<file path="config.mk">
export PLATFORM = sky130hd
export DESIGN_NAME = display_scan_ctrl
export DESIGN_NICKNAME = d
export VERILOG_FILES = /design/src/rtl/display_pkg.sv /design/src/rtl/seg7_decoder.sv /design/src/rtl/display_scan_ctrl.sv
export SDC_FILE = /design/constraint.sdc
export NUM_CORES = 1
export LEC_CHECK = 0
export BUFFER_PORTS_ARGS = -buffer_cell sky130_fd_sc_hd__clkbuf_2
export CORE_ASPECT_RATIO = 1.5
export CORE_UTILIZATION = 35
export DETAILED_ROUTE_END_ITERATION = 7
export PLACE_DENSITY = 0.63
export SLEW_MARGIN = 5
export SYNTH_ARGS = -nofsm -noshare
export SYNTH_HDL_FRONTEND = slang
export SYNTH_HIERARCHICAL = 1
export SYNTH_SLANG_ARGS = --single-unit
</file>
<file path="constraint.sdc">
create_clock -name clk -period 4.6 [get_ports clk]
set_input_delay 1.38 -clock clk [delete_from_list [all_inputs] [get_ports clk]]
set_output_delay 1.38 -clock clk [all_outputs]
set_load 0.05 [all_outputs]
</file>
<file path="src/rtl/display_pkg.sv">
// ---------------------------------------------------------------------------
// display_pkg
// Shared definitions for the multiplexed seven-segment display driver:
// scan FSM state encoding, the hex-to-segment lookup table and the
// all-segments-off constant.
// Segment bit order everywhere is {g,f,e,d,c,b,a}, active-high.
// ---------------------------------------------------------------------------
package display_pkg;

    // Scan FSM: dead-time blanking slot followed by the lit portion of a slot
    typedef enum logic {
        ST_BLANK = 1'b0,
        ST_SHOW  = 1'b1
    } scan_state_t;

    // Segment pattern that lights nothing
    localparam logic [6:0] SEG_OFF = 7'h00;

    // Hex digit patterns, index 15 on the left, index 0 on the right.
    // 'b' and 'd' are drawn lowercase so they cannot be confused with 8 and 0.
    localparam logic [15:0][6:0] SEG_TABLE = {
        7'h71,  // F
        7'h79,  // E
        7'h5E,  // d
        7'h39,  // C
        7'h7C,  // b
        7'h77,  // A
        7'h6F,  // 9
        7'h7F,  // 8
        7'h07,  // 7
        7'h7D,  // 6
        7'h6D,  // 5
        7'h66,  // 4
        7'h4F,  // 3
        7'h5B,  // 2
        7'h06,  // 1
        7'h3F   // 0
    };

    // Table lookup wrapped as a function so callers do not index the constant
    function automatic logic [6:0] hex_to_seg(input logic [3:0] nibble);
        return SEG_TABLE[nibble];
    endfunction

endpackage

</file>
<file path="src/rtl/seg7_decoder.sv">
// ---------------------------------------------------------------------------
// seg7_decoder
// Purely combinational nibble to seven-segment decoder, full hex 0-F,
// driven from the shared table in display_pkg.
// ---------------------------------------------------------------------------
module seg7_decoder
    import display_pkg::*;
(
    input  logic [3:0] nibble,
    output logic [6:0] seg
);

    // Straight table lookup; no state, no registered output here
    always_comb begin
        seg = hex_to_seg(nibble);
    end

endmodule

</file>
<file path="src/rtl/display_scan_ctrl.sv">
// ---------------------------------------------------------------------------
// display_scan_ctrl
// Multiplexed seven-segment display driver. Latches 4-bit digit values and
// decimal points, then walks a one-hot digit-enable ring. Every digit slot is
// SCAN_COUNT cycles long and starts with BLANK_CYCLES of dead time in which
// everything is dark, to avoid ghosting between neighbouring digits.
//
// New values from 'load' are held in a pending buffer and only copied into
// the displayed (active) buffer when the ring wraps back to digit 0, so one
// frame never mixes old and new digits.
//
// Optional feature macro: DISPLAY_BLINK_EN
//   defined   -> adds the blink_mask port and a free-running blink phase
//                counter; masked digits go dark during the "off" phase.
//   undefined -> no blink_mask port, no counter; nothing blinks.
//
// All outputs are registered and are computed from the next-state values so
// they line up exactly with the FSM state of the same cycle.
// ---------------------------------------------------------------------------
module display_scan_ctrl
    import display_pkg::*;
#(
    parameter int NUM_DIGITS   = 4,
    parameter int SCAN_COUNT   = 100000,
    parameter int BLANK_CYCLES = 1000,
    parameter int BLINK_COUNT  = 25000000
) (
    input  logic                      clk,
    input  logic                      rstn,
    input  logic                      load,
    input  logic [4*NUM_DIGITS-1:0]   digits_in,
    input  logic [NUM_DIGITS-1:0]     dp_in,
    input  logic                      lz_en,
`ifdef DISPLAY_BLINK_EN
    input  logic [NUM_DIGITS-1:0]     blink_mask,
`endif
    output logic [NUM_DIGITS-1:0]     digit_en,
    output logic [6:0]                segments,
    output logic                      dp,
    output logic                      scan_tick
);

    localparam int CNT_W = (SCAN_COUNT > 1) ? $clog2(SCAN_COUNT) : 1;
    localparam int IDX_W = (NUM_DIGITS > 1) ? $clog2(NUM_DIGITS) : 1;
    localparam int DIG_W = 4 * NUM_DIGITS;

    localparam logic [CNT_W-1:0] CNT_LAST   = CNT_W'(SCAN_COUNT - 1);
    localparam logic [CNT_W-1:0] BLANK_LAST = CNT_W'(BLANK_CYCLES - 1);
    localparam logic [IDX_W-1:0] IDX_LAST   = IDX_W'(NUM_DIGITS - 1);

    // Reject parameter sets the timing scheme cannot honour
    if (NUM_DIGITS < 2 || BLANK_CYCLES < 1 || BLANK_CYCLES >= SCAN_COUNT ||
        BLINK_COUNT < 1) begin : g_param_check
        $error("display_scan_ctrl: illegal parameter combination");
    end

    // ------------------------------------------------------------------
    // State and buffers
    // ------------------------------------------------------------------
    scan_state_t             state_reg,        state_next;
    logic [CNT_W-1:0]        cnt_reg,          cnt_next;
    logic [IDX_W-1:0]        idx_reg,          idx_next;
    logic [DIG_W-1:0]        act_digits_reg,   act_digits_next;
    logic [NUM_DIGITS-1:0]   act_dp_reg,       act_dp_next;
    logic [DIG_W-1:0]        pend_digits_reg,  pend_digits_next;
    logic [NUM_DIGITS-1:0]   pend_dp_reg,      pend_dp_next;
    logic                    pend_flag_reg,    pend_flag_next;

    logic [NUM_DIGITS-1:0]   digit_en_reg,     digit_en_next;
    logic [6:0]              segments_reg,     segments_next;
    logic                    dp_reg,           dp_next;
    logic                    scan_tick_reg,    scan_tick_next;

    logic                    slot_end;
    logic                    frame_end;
    logic                    show_next;

    logic [3:0]              nib_arr [NUM_DIGITS];
    logic [NUM_DIGITS-1:0]   lz_mask;
    logic [3:0]              nib_sel;
    logic [6:0]              dec_seg;
    logic                    suppress;
    logic                    blink_off;

    // ------------------------------------------------------------------
    // Scan sequencing and update buffering (next-state)
    // ------------------------------------------------------------------
    assign slot_end  = (cnt_reg == CNT_LAST);
    assign frame_end = slot_end && (idx_reg == IDX_LAST);

    // Slot counter, FSM transitions, digit ring and pending/active buffers
    always_comb begin
        state_next       = state_reg;
        cnt_next         = cnt_reg + CNT_W'(1);
        idx_next         = idx_reg;
        scan_tick_next   = 1'b0;
        act_digits_next  = act_digits_reg;
        act_dp_next      = act_dp_reg;
        pend_digits_next = pend_digits_reg;
        pend_dp_next     = pend_dp_reg;
        pend_flag_next   = pend_flag_reg;

        if (slot_end) begin
            // Next slot always opens with dead time
            cnt_next       = '0;
            state_next     = ST_BLANK;
            scan_tick_next = 1'b1;
            idx_next       = (idx_reg == IDX_LAST) ? '0 : idx_reg + IDX_W'(1);
        end else if (state_reg == ST_BLANK && cnt_reg == BLANK_LAST) begin
            state_next = ST_SHOW;
        end

        if (frame_end) begin
            // Frame boundary: a load on this very cycle bypasses the pending
            // buffer; otherwise a waiting update is promoted. Either way the
            // pending buffer is now consumed.
            if (load) begin
                act_digits_next = digits_in;
                act_dp_next     = dp_in;
            end else if (pend_flag_reg) begin
                act_digits_next = pend_digits_reg;
                act_dp_next     = pend_dp_reg;
            end
            pend_flag_next = 1'b0;
        end else if (load) begin
            // Mid-frame loads overwrite each other; the last one wins
            pend_digits_next = digits_in;
            pend_dp_next     = dp_in;
            pend_flag_next   = 1'b1;
        end
    end

    // ------------------------------------------------------------------
    // Digit selection, leading-zero suppression and decode
    // ------------------------------------------------------------------
    for (genvar gi = 0; gi < NUM_DIGITS; gi++) begin : g_digit
        assign nib_arr[gi] = act_digits_next[4*gi +: 4];

        // A digit is a leading zero when it and every digit to its left are 0;
        // the rightmost digit always stays visible so zero still reads "0".
        if (gi == 0) begin : g_lz_first
            assign lz_mask[gi] = 1'b0;
        end else begin : g_lz_rest
            assign lz_mask[gi] = (act_digits_next[DIG_W-1:4*gi] == '0);
        end

        // One-hot enable ring, dark during the blanking part of the slot
        assign digit_en_next[gi] = show_next && (idx_next == IDX_W'(gi));
    end

    assign show_next = (state_next == ST_SHOW);
    assign nib_sel   = nib_arr[idx_next];
    assign suppress  = lz_en && lz_mask[idx_next];

    seg7_decoder u_seg7_decoder (
        .nibble (nib_sel),
        .seg    (dec_seg)
    );

`ifdef DISPLAY_BLINK_EN
    localparam int BLINK_W = $clog2(BLINK_COUNT + 1);
    localparam logic [BLINK_W-1:0] BLINK_LAST = BLINK_W'(BLINK_COUNT - 1);

    logic [BLINK_W-1:0] blink_cnt_reg, blink_cnt_next;
    logic               blink_on_reg,  blink_on_next;

    // Blink phase flips every BLINK_COUNT cycles, free-running from reset
    always_comb begin
        blink_cnt_next = blink_cnt_reg + BLINK_W'(1);
        blink_on_next  = blink_on_reg;
        if (blink_cnt_reg == BLINK_LAST) begin
            blink_cnt_next = '0;
            blink_on_next  = ~blink_on_reg;
        end
    end

    // Blink counter and phase registers; phase starts in "on"
    always_ff @(posedge clk or negedge rstn) begin
        if (!rstn) begin
            blink_cnt_reg <= '0;
            blink_on_reg  <= 1'b1;
        end else begin
            blink_cnt_reg <= blink_cnt_next;
            blink_on_reg  <= blink_on_next;
        end
    end

    assign blink_off = !blink_on_next && blink_mask[idx_next];
`else
    assign blink_off = 1'b0;
`endif

    // Segment and decimal-point values for the upcoming cycle
    always_comb begin
        segments_next = SEG_OFF;
        dp_next       = 1'b0;
        if (show_next && !blink_off) begin
            // Suppression darkens the digit body only; its point stays live
            segments_next = suppress ? SEG_OFF : dec_seg;
            dp_next       = act_dp_next[idx_next];
        end
    end

    // ------------------------------------------------------------------
    // Registers: FSM state, buffers and all outputs
    // ------------------------------------------------------------------
    // Single sequential block for the scan FSM and its registered outputs
    always_ff @(posedge clk or negedge rstn) begin
        if (!rstn) begin
            state_reg       <= ST_BLANK;
            cnt_reg         <= '0;
            idx_reg         <= '0;
            act_digits_reg  <= '0;
            act_dp_reg      <= '0;
            pend_digits_reg <= '0;
            pend_dp_reg     <= '0;
            pend_flag_reg   <= 1'b0;
            digit_en_reg    <= '0;
            segments_reg    <= SEG_OFF;
            dp_reg          <= 1'b0;
            scan_tick_reg   <= 1'b0;
        end else begin
            state_reg       <= state_next;
            cnt_reg         <= cnt_next;
            idx_reg         <= idx_next;
            act_digits_reg  <= act_digits_next;
            act_dp_reg      <= act_dp_next;
            pend_digits_reg <= pend_digits_next;
            pend_dp_reg     <= pend_dp_next;
            pend_flag_reg   <= pend_flag_next;
            digit_en_reg    <= digit_en_next;
            segments_reg    <= segments_next;
            dp_reg          <= dp_next;
            scan_tick_reg   <= scan_tick_next;
        end
    end

    assign digit_en  = digit_en_reg;
    assign segments  = segments_reg;
    assign dp        = dp_reg;
    assign scan_tick = scan_tick_reg;

endmodule

</file>
### Word level (Yosys, flattened, before mapping)

Memory sizes are Yosys's and may differ from the RTL's.
Index checks and enable logic that the tools add are counted.
W data, S select, Z words.

| storage, ports and cells | value |
|---|---|
| output and inout port bits | 13 |
| register bits | 74 |
| memories | 1 |
| bits in read-only memories | 112 |
| input port bits | 24 |
| logic and storage cells | 65 |

Memory list:

| name | words | width | rd ports | clocked after memory_dff | wr ports | RTL line | RTL |
|---|---|---|---|---|---|---|---|
| (name not given) | 16 | 7 | 1 | 0 | 0 | display_pkg.sv:42 | `return SEG_TABLE[nibble];` |

| cells by class | value |
|---|---|
| $add $sub $neg | 2 |
| reductions and logical operators | 13 |
| bitwise logic cells | 3 |
| equal/unequal tests | 6 |
| magnitude comparators | 3 |
| muxes and demuxes | 25 |

Operators with widths:

| kind | count |
|---|---|
| $mux W16 | 3 |
| $mux W7 | 3 |
| $mux W4 | 5 |
| $add A17 B1 Y17 const B | 1 |
| $eq A17 B10 Y1 const B | 1 |
| $eq A17 B17 Y1 const B | 1 |
| $mux W17 | 1 |
| $logic_not A12 Y1 | 1 |
| $bmux W4 S2 | 1 |
| $logic_not A8 Y1 | 1 |
| $mux W1 | 8 |
| $logic_and A1 B1 Y1 | 7 |
| $eq A2 B2 Y1 const B | 3 |
| $lt A4 B5 Y1 const B | 1 |
| $bmux W1 S2 | 2 |
| $logic_not A4 Y1 | 1 |
| $mux W2 | 2 |
| $ge A3 B3 Y1 const B | 1 |
| $lt A2 B3 Y1 const B | 1 |
| $not A2 Y3 | 1 |
| $add A2 B1 Y2 const B | 1 |
| $eq A2 B1 Y1 const B | 1 |
| $logic_not A2 Y1 | 1 |
| $not A1 Y1 | 2 |
| other kinds (2) | 2 |

### Logic depth before layout (Yosys ltp)

Gate-level depths: netlist of the first run.

| logic depth | value |
|---|---|
| word-level depth | 11 |
| gate-level depth with buffers | 16 |
| depth with buffers taken out | 14 |

### Hierarchy

Netlist of the first run, hierarchy kept.

Modules (own cells, without submodules):

| module | instances | sequential area each (um^2) | cells an instance | area an instance (um^2) |
|---|---|---|---|---|
| display_scan_ctrl | 1 | 1851.8 | 308 | 3453.3 |
| seg7_decoder | 1 | 0.0 | 33 | 290.3 |

### Worst setup path after synthesis of the first run

OpenSTA, ideal clock, no wires.

| timing path | value |
|---|---|
| path type | register to register |
| start point | reg cnt_reg[12] |
| end point | reg segments_reg[3], in the netlist segments[3] |
| arrival time | 4.031 ns |
| path slack | 0.426 ns |
| period minus slack after synthesis | 4.174 ns |
| library setup time | 0.143 ns |
| cell stages (with the launch flop) | 13 |
| cell sequence | dfrtp_1 -> or4_4 -> nor4_4 -> clkbuf_1 -> mux2i_1 -> clkbuf_1 -> mux2i_1 -> mux2i_1 -> inv_1 -> ha_1 -> mux4_1 -> nand2_1 -> a21oi_1 |

| on the way | value |
|---|---|
| longest elaborated chain between the ends | 10 |
| elaborated cells between the ends (all ways) | 22 |
| those cells by class | eq/ne: 2; mux: 12; bitwise: 1; reduce/logical: 6; memory: 1 |

Ends and longest elaborated chain:

| element | RTL line | RTL |
|---|---|---|
| start: declaration | display_scan_ctrl.sv:61 | `logic [CNT_W-1:0] cnt_reg, cnt_next;` |
| start signal: assignment | display_scan_ctrl.sv:224 | `cnt_reg <= cnt_next;` |
| $eq A17 B17 Y1 * | display_scan_ctrl.sv:88 | `assign slot_end = (cnt_reg == CNT_LAST);` |
| $logic_and A1 B1 Y1 / $mux W2 (equally long branches) | display_scan_ctrl.sv:89, display_scan_ctrl.sv:103 |  |
| $mux W16 / $not A2 Y3 (equally long branches) | display_scan_ctrl.sv:113, display_scan_ctrl.sv:152 |  |
| $bmux W4 S2 * | display_scan_ctrl.sv:152 | `assign nib_sel = nib_arr[idx_next];` |
| $mux W4 (not written as such) * (2 in series) | display_scan_ctrl.sv:152 |  |
| net nib_sel[1] | display_scan_ctrl.sv:80 | `logic [3:0] nib_sel;` |
| $mem_v2 Z16 W7 * | n/a |  |
| $mux W7 (not written as such) * | display_pkg.sv:42 |  |
| net dec_seg[3] | display_scan_ctrl.sv:81 | `logic [6:0] dec_seg;` |
| $mux W7 * | display_scan_ctrl.sv:199 | `segments_next = suppress ? SEG_OFF : dec_seg;` |
| $mux W7 * | display_scan_ctrl.sv:197 | `if (show_next && !blink_off) begin` |
| net segments_next[3] | display_scan_ctrl.sv:70 | `logic [6:0] segments_reg, segments_next;` |
| end signal: assignment | display_scan_ctrl.sv:232 | `segments_reg <= segments_next;` |
| end: declaration | display_scan_ctrl.sv:70 |  |

Mark *: on every way through the listed nets, which the timed path passes. The rest lies on a longest branch. The select of a mux whose other input is x is not followed.
A chain may end at the register's enable or synchronous reset.

### Worst setup path after layout of the first run

| timing path | value |
|---|---|
| start point | reg cnt_reg[12] |
| end point | reg segments_reg[3], in the netlist segments[3] |

| on the way | value |
|---|---|
| longest elaborated chain between the ends | 10 |
| elaborated cells between the ends (all ways) | 22 |
| those cells by class | eq/ne: 2; mux: 12; bitwise: 1; reduce/logical: 6; memory: 1 |

Ends and longest elaborated chain:

| element | RTL line | RTL |
|---|---|---|
| $eq A17 B17 Y1 | display_scan_ctrl.sv:88 |  |
| $logic_and A1 B1 Y1 | display_scan_ctrl.sv:89 | `assign frame_end = slot_end && (idx_reg == IDX_LAST);` |
| $mux W16 | display_scan_ctrl.sv:113 | `if (frame_end) begin` |
| net act_digits_next[5] | display_scan_ctrl.sv:63 | `logic [DIG_W-1:0] act_digits_reg, act_digits_next;` |
| $bmux W4 S2 | display_scan_ctrl.sv:152 |  |
| $mux W4 (not written as such) (2 in series) | display_scan_ctrl.sv:152 |  |
| net nib_sel[1] | display_scan_ctrl.sv:80 |  |
| $mem_v2 Z16 W7 | n/a |  |
| $mux W7 (not written as such) | display_pkg.sv:42 |  |
| net dec_seg[3] | display_scan_ctrl.sv:81 |  |
| $mux W7 | display_scan_ctrl.sv:199 |  |
| $mux W7 | display_scan_ctrl.sv:197 |  |
| net segments_next[3] | display_scan_ctrl.sv:70 |  |

The timed path passes the listed nets, and every way through them passes these cells. The select of a mux whose other input is x is not followed.

==> flow_summary.toml, run 1 <==
[status]
status = "completed"

[power]
peakVddDrop_mv = 0.1619
sw_frac_of_total_pct = 20.95
combPwrFrac_pct = 4.6
netSwitchingPower_mw = 0.2942
power_frac_seq_pct = 48.4
power.total_mw = 1.404
p_clk_share_pct = 47.0
p_int_mw = 1.110
p_per_area_nw_per_um2 = 316.6
p_leak_nw = 2.042

[worst_setup_path]
cp_max_fo = 24
startpoint_type = "flip-flop"
critical-path-max-stage-delay_ps = 560
critPathArrivalTime_ps = 4280
worstSetupEndpointType = "flip-flop"
crit_chain = "or4_4, nor4_4, buf_12, and3_1, a221o_1, mux2i_1, mux2i_1, inv_1, ha_1, mux4_1, nand2_1, a21oi_1"
cp.required_ps = 4790
path_common_cell = "mux2i_1"
slowest_stage = "or4_4"
critPathKind = "reg -> reg"

[logic_synthesis]
synth_edf_count = 0
synth_largest_area_cell = "dfrtp_1"
synth_nets = 374
yosysUniqueCellTypes = 54
synthMuxAreaShare_pct = 11.16
synth_top_family_by_area = "simple AND/OR/NAND/NOR gates"
avgSynthCellArea_um2 = 10.98
synth_compound_area_share_pct = 14.07
async_flop_share_pct = 100.0
ys_ff_latch = 74
synth_top_area_share_pct = 49.47
synth_area_um2 = 3744
synth_ff_type = "dfrtp_1"
yosysSeqAreaShare_pct = 49.47
ys_top_cells_by_area = "dfrtp_1 49%, mux2_2 6.3%, mux2i_1 3.7%"
synth_fa_ha_area_share_pct = 3.008
synth_xor_area_share_pct = 3.275
synth-simple-area-share_pct = 15.88
synthesis.instances = 341
ys_warn_count = 6

[layout]
drive_above_1_share_pct = 24.62
stdcell_area_um2 = 4436
diodes = 0
syn_to_final_growth_pct = 18.48
num-fill-cells = 1000
finalNonFillerCells = 531
nets = 418
ff_latch_area_um2 = 1852
final_util_pct = 43.28
largest_reg_flops = 17
multi_input_area_um2 = 1778

[drt]
wl_per_cell_um = 15.67
drt_iter0_drc = 161
routed.top_layer = "met4"
met2_length_mm = 4.303
route.detailed.drc = 0
drt-met1-wl_mm = 3.535
ant_nets = 0
totalWireLength_mm = 8.320
first_pass_iters = 4
vias_per_cell = 5.307
route.met3.wl_um = 256
vias = 2818

[placed_design]
place_inst = 515
gp_congestion = 0.8591
post-place-ws_ps = 369.2
place_area_um2 = 4151
dp_hpwl_mm = 5.919
numPortBuffers = 36

[global_route]
grt.total_usage_pct = 16.29
grt_max_degree = 75
grt_pass1_wl_mm = 13.78
globalRouteOverflowTotal = 0
grt_pass1_vias = 2813
antenna_found_initial = 0

[sta]
finalWorstSetupSlack_ps = 509.1
slew_headroom_pct = 37.64
tightestPinTransition_ps = 935.4
finClkSkew_ps = 5.931
period_minus_slack_ps = 4091
slew_violations = 0
rsz0062_at_grt = "no"
setup_viol = 0
finalCritPeriodShare_pct = 88.93
finalSetupTns_ps = 0
fmaxAchievable_mhz = 244.4
hold-worst-slack_ps = 494.0
hold_viol = 0

[cts]
cts_setup_buffers = 0
clock_path_buffers = 2
cts.hold.buffers_added = 0
clk_latency_ps = 330
cts_resized = 0
cts_buffers = 9
cts_tree = "yes"
htree_num_levels = 3
clkSinkCount = 74
cts-root-buf = "clkbuf_16"
clk_pin_slew_worst_paths_ps = 50

[job]
max_cap_violations = 0

[floorplanning]
num_io_pins = 37
die-area_um2 = 11120
initial_utilization_pct = 36.53
design.core.area_um2 = 10250
rows = 45
fp.dieH_um = 128.7
die_w_um = 86.45

[min_path]
hold_class = "reg -> reg"
-- power groups by stage --
stage / sequential, mW / clock [mW] / combinational [mW]
final: 0.679 / 0.660 / 0.0651
after detailed placement: 0.690 / 0 / 0.0671
after global placement: 0.690 / 0 / 0.0652
after CTS: 0.679 / 0.678 / 0.0672
after floorplan: 0.687 / 0 / 0.0338
after global routing: 0.681 / 0.701 / 0.0726
-- cell usage after synthesis (all sizes together), types with 2 or more instances --
library cell and instances:
inv 11, nand3 9, a21oi 21, a221o 6, clkbuf 12, xnor2 6, and3 4, xor2 8
or4 2, mux2i 14, a22o 4, nand2 18, nand4b 9, o22ai 9, a32o 7, and2 10
ha 9, nand4 4, buf 5, nor2b 4, nor2 25, nand2b 4, nor3 5, or2 2
mux2 22, o21ai 14, or4b 3, dfrtp 74
-- path summary, 6_finish.rpt --
kind                            slack [ps]               start  depth (start not counted)                  to
worst min-delay path                   490  pend_digits_reg[5]                          1  pend_digits_reg[5]
worst max-delay path                   510         cnt_reg[12]                         12         segments[3]
max in group asynchronous             2800                rstn                          1         segments[0]
worst max register to register         510         cnt_reg[12]                         12         segments[3]
worst min register to register         490  pend_digits_reg[5]                          1  pend_digits_reg[5]
min in group asynchronous             1180                rstn                          1  pend_digits_reg[7]
-- layout make-up --
class / count / area share, %
clock buffers: 14 / 6.178
clock inverters: 2 / 0.2257
inverters: 12 / 1.016
multi-input cells: 238 / 40.08
flip-flops and latches: 74 / 41.75
well taps: 141 / 3.977
repair buffers: 50 / 6.770
-- per-layer routing --
layer  track usage, %  up-vias
li1                 -     1334
met1            18.99     1399
met2            28.15       65
met3            3.143       20
met4            8.529        0
met5                0        -
-- worst max-delay path: cells and delay by family (launching register included) --
kind / cells / cell delay, ps
compound gates: 2 / 310
fa+ha+maj: 1 / 320
mux: 3 / 990
buf+inv: 2 / 400
flops: 1 / 420
simple gates: 4 / 1500
-- placed cells by master, fill, tap and decap left out, types with 9 or more instances in the layout --
| cell | instances |
|---|---|
| nand3_1 | 9 |
| clkbuf_16 | 9 |
| and2_1 | 10 |
| clkbuf_2 | 35 |
| inv_1 | 11 |
| nand4b_1 | 9 |
| ha_1 | 9 |
| a21oi_1 | 21 |
| o21ai_0 | 13 |
| buf_4 | 14 |
| dfrtp_1 | 74 |
| mux2_2 | 21 |
| nor2_1 | 25 |
| nand2_1 | 18 |
| mux2i_1 | 13 |
| o22ai_1 | 9 |
-- cells by family (layout without fill, tap and decap cells) --
family,count (synthesis),in the layout
compound gates,74,74
buf+inv,29,78
fa+ha+maj,9,9
xor+xnor,14,14
mux,37,37
simple gates,104,104
flops,74,74
No activity file was read; power rests on OpenSTA's default activity.
==> run 2: changes to the inputs <==
--- a/config.mk
+++ b/config.mk
@@ -5,11 +5,13 @@
 export SDC_FILE = /design/constraint.sdc
 export NUM_CORES = 1
 export LEC_CHECK = 0
-export BUFFER_PORTS_ARGS = -buffer_cell sky130_fd_sc_hd__clkbuf_2
+export ABC_CLOCK_PERIOD_IN_PS = 4600
 export CORE_ASPECT_RATIO = 1.5
 export CORE_UTILIZATION = 35
+export CTS_CLUSTER_DIAMETER = 30
 export DETAILED_ROUTE_END_ITERATION = 7
-export PLACE_DENSITY = 0.63
+export DONT_BUFFER_PORTS = 1
+export PLACE_DENSITY = 0.6
 export SLEW_MARGIN = 5
 export SYNTH_ARGS = -nofsm -noshare
 export SYNTH_HDL_FRONTEND = slang
==> run 2 against run 1 <==
  * Worst hold slack worse by 13 ps
  * Setup slack better by 6.9 ps
  * First-iteration DRC count is 24% lower
  * Maximum frequency is 0.17% higher
  * Non-clock buffer count is 39 lower
  * Sequential power hardly changed
  * Critical path depth is 3 lower
  * Combinational power is 40% lower
  * Via count is 6.7% lower
  * Flip-flop and latch count stayed put
  * Largest power group unchanged
==> flow_summary.toml, run 2 (synthesis gave the netlist of run 1 again) <==
[layout]
drive_above_1_share_pct = 16.24
nets = 379
final_util_pct = 41.28
diodes = 0
finalNonFillerCells = 492
largest_reg_flops = 17
layout_commonest_cell = "dfrtp_1"
layout_common_cells = "74 x dfrtp_1, 25 x nor2_1, 21 x a21oi_1, 21 x mux2_2, 18 x nand2_1"
syn_to_final_growth_pct = 13.00
num-fill-cells = 1023

[worst_setup_path]
r2r_cells = 9
r2r_slack_ps = 520
cp_max_fo = 9
critPathKind = "reg -> reg"
cp.required_ps = 4780
startpoint_type = "flip-flop"
reg2reg_to = "segments[3]"
worstReg2RegStart = "cnt_reg[12]"
critPathArrivalTime_ps = 4270
worstSetupEndpointType = "flip-flop"

[min_path]
hold_class = "reg -> reg"
hold_depth = 1
hold_end = "cnt_reg[0]"
min_from = "cnt_reg[0]"

[placed_design]
dp_hpwl_mm = 6.085
gp_congestion = 0.8045
place_inst = 476
numPortBuffers = 0

[cts]
cts_setup_buffers = 0
cts_buffers = 9
cts-root-buf = "clkbuf_16"
cts.hold.buffers_added = 0
clock_path_buffers = 2
clk_pin_slew_worst_paths_ps = 50
cts_resized = 0
htree_num_levels = 3
cts_tree = "yes"
clkSinkCount = 74
clk_latency_ps = 330

[drt]
totalWireLength_mm = 8.375
ant_nets = 0
route.detailed.drc = 0
vias = 2630
drt_iter0_drc = 122
wl_per_cell_um = 17.02
first_pass_iters = 4
vias_per_cell = 5.346

[floorplanning]
rows = 45
num_io_pins = 37
die_w_um = 86.45
die-area_um2 = 11120
design.core.area_um2 = 10250
initial_utilization_pct = 36.53
fp.dieH_um = 128.7

[sta]
finalSetupTns_ps = 0
slew_headroom_pct = 31.57
finalCritPeriodShare_pct = 88.78
rsz0062_at_grt = "no"
fmaxAchievable_mhz = 244.9
hold_viol = 0
finClkSkew_ps = 6.723
setup_viol = 0
tightestPinTransition_ps = 997.9
slew_violations = 0
period_minus_slack_ps = 4084
hold-worst-slack_ps = 481.5

[power]
peakVddDrop_mv = 0.1479
p_leak_nw = 1.873
p_per_area_nw_per_um2 = 325.8

[status]
status = "completed"

[global_route]
globalRouteOverflowTotal = 0
grt.total_usage_pct = 16.45
grt_max_degree = 75
grt_pass1_wl_mm = 13.92
grt_pass1_vias = 2697
antenna_found_initial = 0

[job]
max_cap_violations = 0
run 2: worst max-delay path by stage:
| stage | from | end | slack (ps) | cells after the start |
|---|---|---|---|---|
| 2_1_floorplan | cnt_reg[12] | segments[3] | 430 | 12 |
| 3_3_place_gp | load | segments[3] | 510 | 11 |
| 3_5_place_dp | cnt_reg[12] | segments[3] | 500 | 9 |
| 4_1_cts | cnt_reg[12] | segments[3] | 480 | 9 |
| 5_1_grt | cnt_reg[12] | segments[3] | 220 | 12 |
| 6_report | cnt_reg[12] | segments[3] | 520 | 9 |
run 2: where the power goes:
part	total (mW)	internal, mW	switching (mW)
Sequential	0.678	0.670	0.00804
Clock	0.661	0.408	0.253
Combinational	0.0390	0.0240	0.0150
run 2: per-stage QoR:
step	setup WS, ps	area [um^2]	power, mW
5_1_grt	223.7	4230	1.422
4_1_cts	476.1	4230	1.389
3_3_place_gp	508.5	3946	0.7276
3_5_place_dp	500.0	3946	0.7290
2_1_floorplan	426.0	3744	0.7212
6_report	516.0	4230	1.378
run 2: layout make-up:
class | count | area (um^2) | share of cell area, %
Inverter | 12 | 45.04 | 1.065
Multi-Input combinational cell | 238 | 1778 | 42.03
Sequential cell | 74 | 1852 | 43.77
Tap cell | 141 | 176.4 | 4.170
Clock inverter | 2 | 10.01 | 0.2366
Timing Repair Buffer | 11 | 95.09 | 2.248
Clock buffer | 14 | 274.0 | 6.477
run 2: routing by layer:
layer / part of all wire, % / wire length, um / vias to the layer above / track usage, %
met5: 0 / 0 / - / 0
met4: 2.3 / 189 / 0 / 6.667
met3: 4.1 / 343 / 11 / 3.977
met2: 53 / 4466 / 38 / 29.04
met1: 40 / 3376 / 1325 / 18.95
li1: - / - / 1256 / -
run 2: critical path: stages, from the launching register on:
cell	delay (ps)
dfrtp_1	420
or4_4	550
nor4_4	480
mux2i_1	890
mux2i_1	490
inv_1	180
ha_1	320
mux4_1	490
nand2_1	70
a21oi_1	40
==> run 3: changes to the inputs <==
--- a/config.mk
+++ b/config.mk
@@ -5,7 +5,7 @@
 export SDC_FILE = /design/constraint.sdc
 export NUM_CORES = 1
 export LEC_CHECK = 0
-export ABC_CLOCK_PERIOD_IN_PS = 4600
+export ABC_CLOCK_PERIOD_IN_PS = 4400
 export CORE_ASPECT_RATIO = 1.5
 export CORE_UTILIZATION = 35
 export CTS_CLUSTER_DIAMETER = 30
==> constraint.sdc (replaced) <==
create_clock -name clk -period 4.4 [get_ports clk]
set_input_delay 1.32 -clock clk [delete_from_list [all_inputs] [get_ports clk]]
set_output_delay 1.32 -clock clk [all_outputs]
set_load 0.05 [all_outputs]
==> run 3 against run 2 <==
  * Via count rose by 0.42%
  * Count of clock-buffer cells in the layout down 5
  * Critical path depth rose by 3
  * Register-to-register slack worse by 80 ps
  * Worst hold slack better by 5.6 ps
  * First-iteration DRC count stayed put
  * Total power grew 2.4%
  * Flip-flop and latch count unchanged
  * Clock power about the same
  * Sequential power up 4.7%
  * Largest cell class unchanged
  * Highest routed layer unchanged
==> flow_summary.toml, run 3 (synthesis gave the netlist of run 1 again) <==
[status]
status = "completed"

[sta]
hold_viol = 0
finalCritPeriodShare_pct = 90.11
tightestPinTransition_ps = 966.4
finalSetupTns_ps = 0
setup_viol = 0
period_minus_slack_ps = 3965
slew_headroom_pct = 35.33
fmaxAchievable_mhz = 252.2
finalWorstSetupSlack_ps = 435.3
slew_violations = 0
rsz0062_at_grt = "no"
hold-worst-slack_ps = 487.1
finClkSkew_ps = 6.269

[cts]
cts_setup_buffers = 0
cts-root-buf = "clkbuf_16"
htree_num_levels = 3
cts_resized = 0
clk_pin_slew_worst_paths_ps = 60
clk_latency_ps = 330
clkSinkCount = 74
clock_path_buffers = 2
cts.hold.buffers_added = 0
cts_buffers = 9
cts_tree = "yes"

[worst_setup_path]
critPathTopFamily = "simple AND/OR/NAND/NOR gates"
cp.required_ps = 4580
startpoint_type = "flip-flop"
path_common_cell = "mux2i_1"
critical-path-max-stage-delay_ps = 550
worstSetupEndpointType = "flip-flop"
reg2reg_to = "segments[3]"
crit_cells = 12
crit_chain = "or4_4, nor4_4, buf_4, and3_1, a221o_1, mux2i_1, mux2i_1, inv_1, ha_1, mux4_1, nand2_1, a21oi_1"
r2r_cells = 12
worstReg2RegStart = "cnt_reg[12]"
r2r_slack_ps = 440
cp_max_fo = 11
cp.buffers_inverters = 2
slowest_stage = "or4_4"
critPathKind = "reg -> reg"
critPathArrivalTime_ps = 4150

[power]
p_per_area_nw_per_um2 = 332.9
p_leak_nw = 1.869
peakVddDrop_mv = 0.1826

[floorplanning]
fp.dieH_um = 128.7
die_w_um = 86.45
design.core.area_um2 = 10250
num_io_pins = 37
rows = 45
initial_utilization_pct = 36.53
die-area_um2 = 11120

[min_path]
hold_class = "reg -> reg"
hold_end = "cnt_reg[0]"
hold_depth = 1
min_from = "cnt_reg[0]"

[global_route]
globalRouteOverflowTotal = 0
grt_max_degree = 75
grt_pass1_vias = 2841
grt_pass1_wl_mm = 14.35
antenna_found_initial = 0
grt.total_usage_pct = 16.93

[job]
max_cap_violations = 0

[placed_design]
dp_hpwl_mm = 6.193
numPortBuffers = 0
post-place-ws_ps = 371.7
gp_congestion = 0.8681
place_area_um2 = 3969

[layout]
layout_commonest_cell = "dfrtp_1"
drive_above_1_share_pct = 17.51
nets = 382
diodes = 0
syn_to_final_growth_pct = 13.27
layout_common_cells = "74 x dfrtp_1, 25 x nor2_1, 21 x a21oi_1, 21 x mux2_2, 18 x nand2_1"
stdcell_area_um2 = 4240
largest_reg_flops = 17

[drt]
ant_nets = 0
vias_per_cell = 5.335
drt_iter0_drc = 122
wl_per_cell_um = 16.95
route.detailed.drc = 0
totalWireLength_mm = 8.392
vias = 2641
first_pass_iters = 4
## run 3: worst reg2reg max path, delay by kind of cell, from the launching register on
| kind | cells | cell delay [ps] |
|---|---|---|
| and+or+nand+nor | 4 | 1410 |
| DFF | 1 | 420 |
| buffers and inverters | 2 | 360 |
| AOI/OAI and AO/OA | 2 | 330 |
| muxes | 3 | 950 |
| adders and majority gates | 1 | 350 |
## run 3: area by class of cell
class,count,area [um^2]
clock buffers,9,225.2
clock inverters,7,46.29
fillers,1025,6007
inverters,12,45.04
multi-input cells,238,1778
flip-flops and latches,74,1852
well taps,141,176.4
repair buffers,14,117.6
## run 3: through the flow
stage	util [%]	power (mW)	cells
finish	41.38	1.411	495
global route	41.38	1.461	495
CTS	41.38	1.429	495
detailed placement	38.73	0.7637	479
global placement	38.73	0.7617	479
floorplan	-	0.7540	341
## run 3: worst max-delay path by stage
stage	startpoint	to
floorplan	cnt_reg[12]	segments[3]
global placement	load	segments[3]
detailed placement	load	segments[3]
CTS	cnt_reg[12]	segments[3]
global route	cnt_reg[12]	segments[3]
finish	cnt_reg[12]	segments[3]
## run 3: metal layers
metal	vias up	track usage, %	wire length [um]
met4	0	8.333	218
met3	15	3.656	313
met1	1310	18.56	3375
met5	-	0	0
li1	1271	-	-
met2	45	30.58	4484
## run 3: power breakdown
| part | leakage [nW] | switching [mW] | internal [mW] | total [mW] |
|---|---|---|---|---|
| registers | 0.963 | 0.00906 | 0.701 | 0.710 |
| clock network | 0.127 | 0.282 | 0.379 | 0.661 |
| logic | 0.779 | 0.0154 | 0.0257 | 0.0411 |
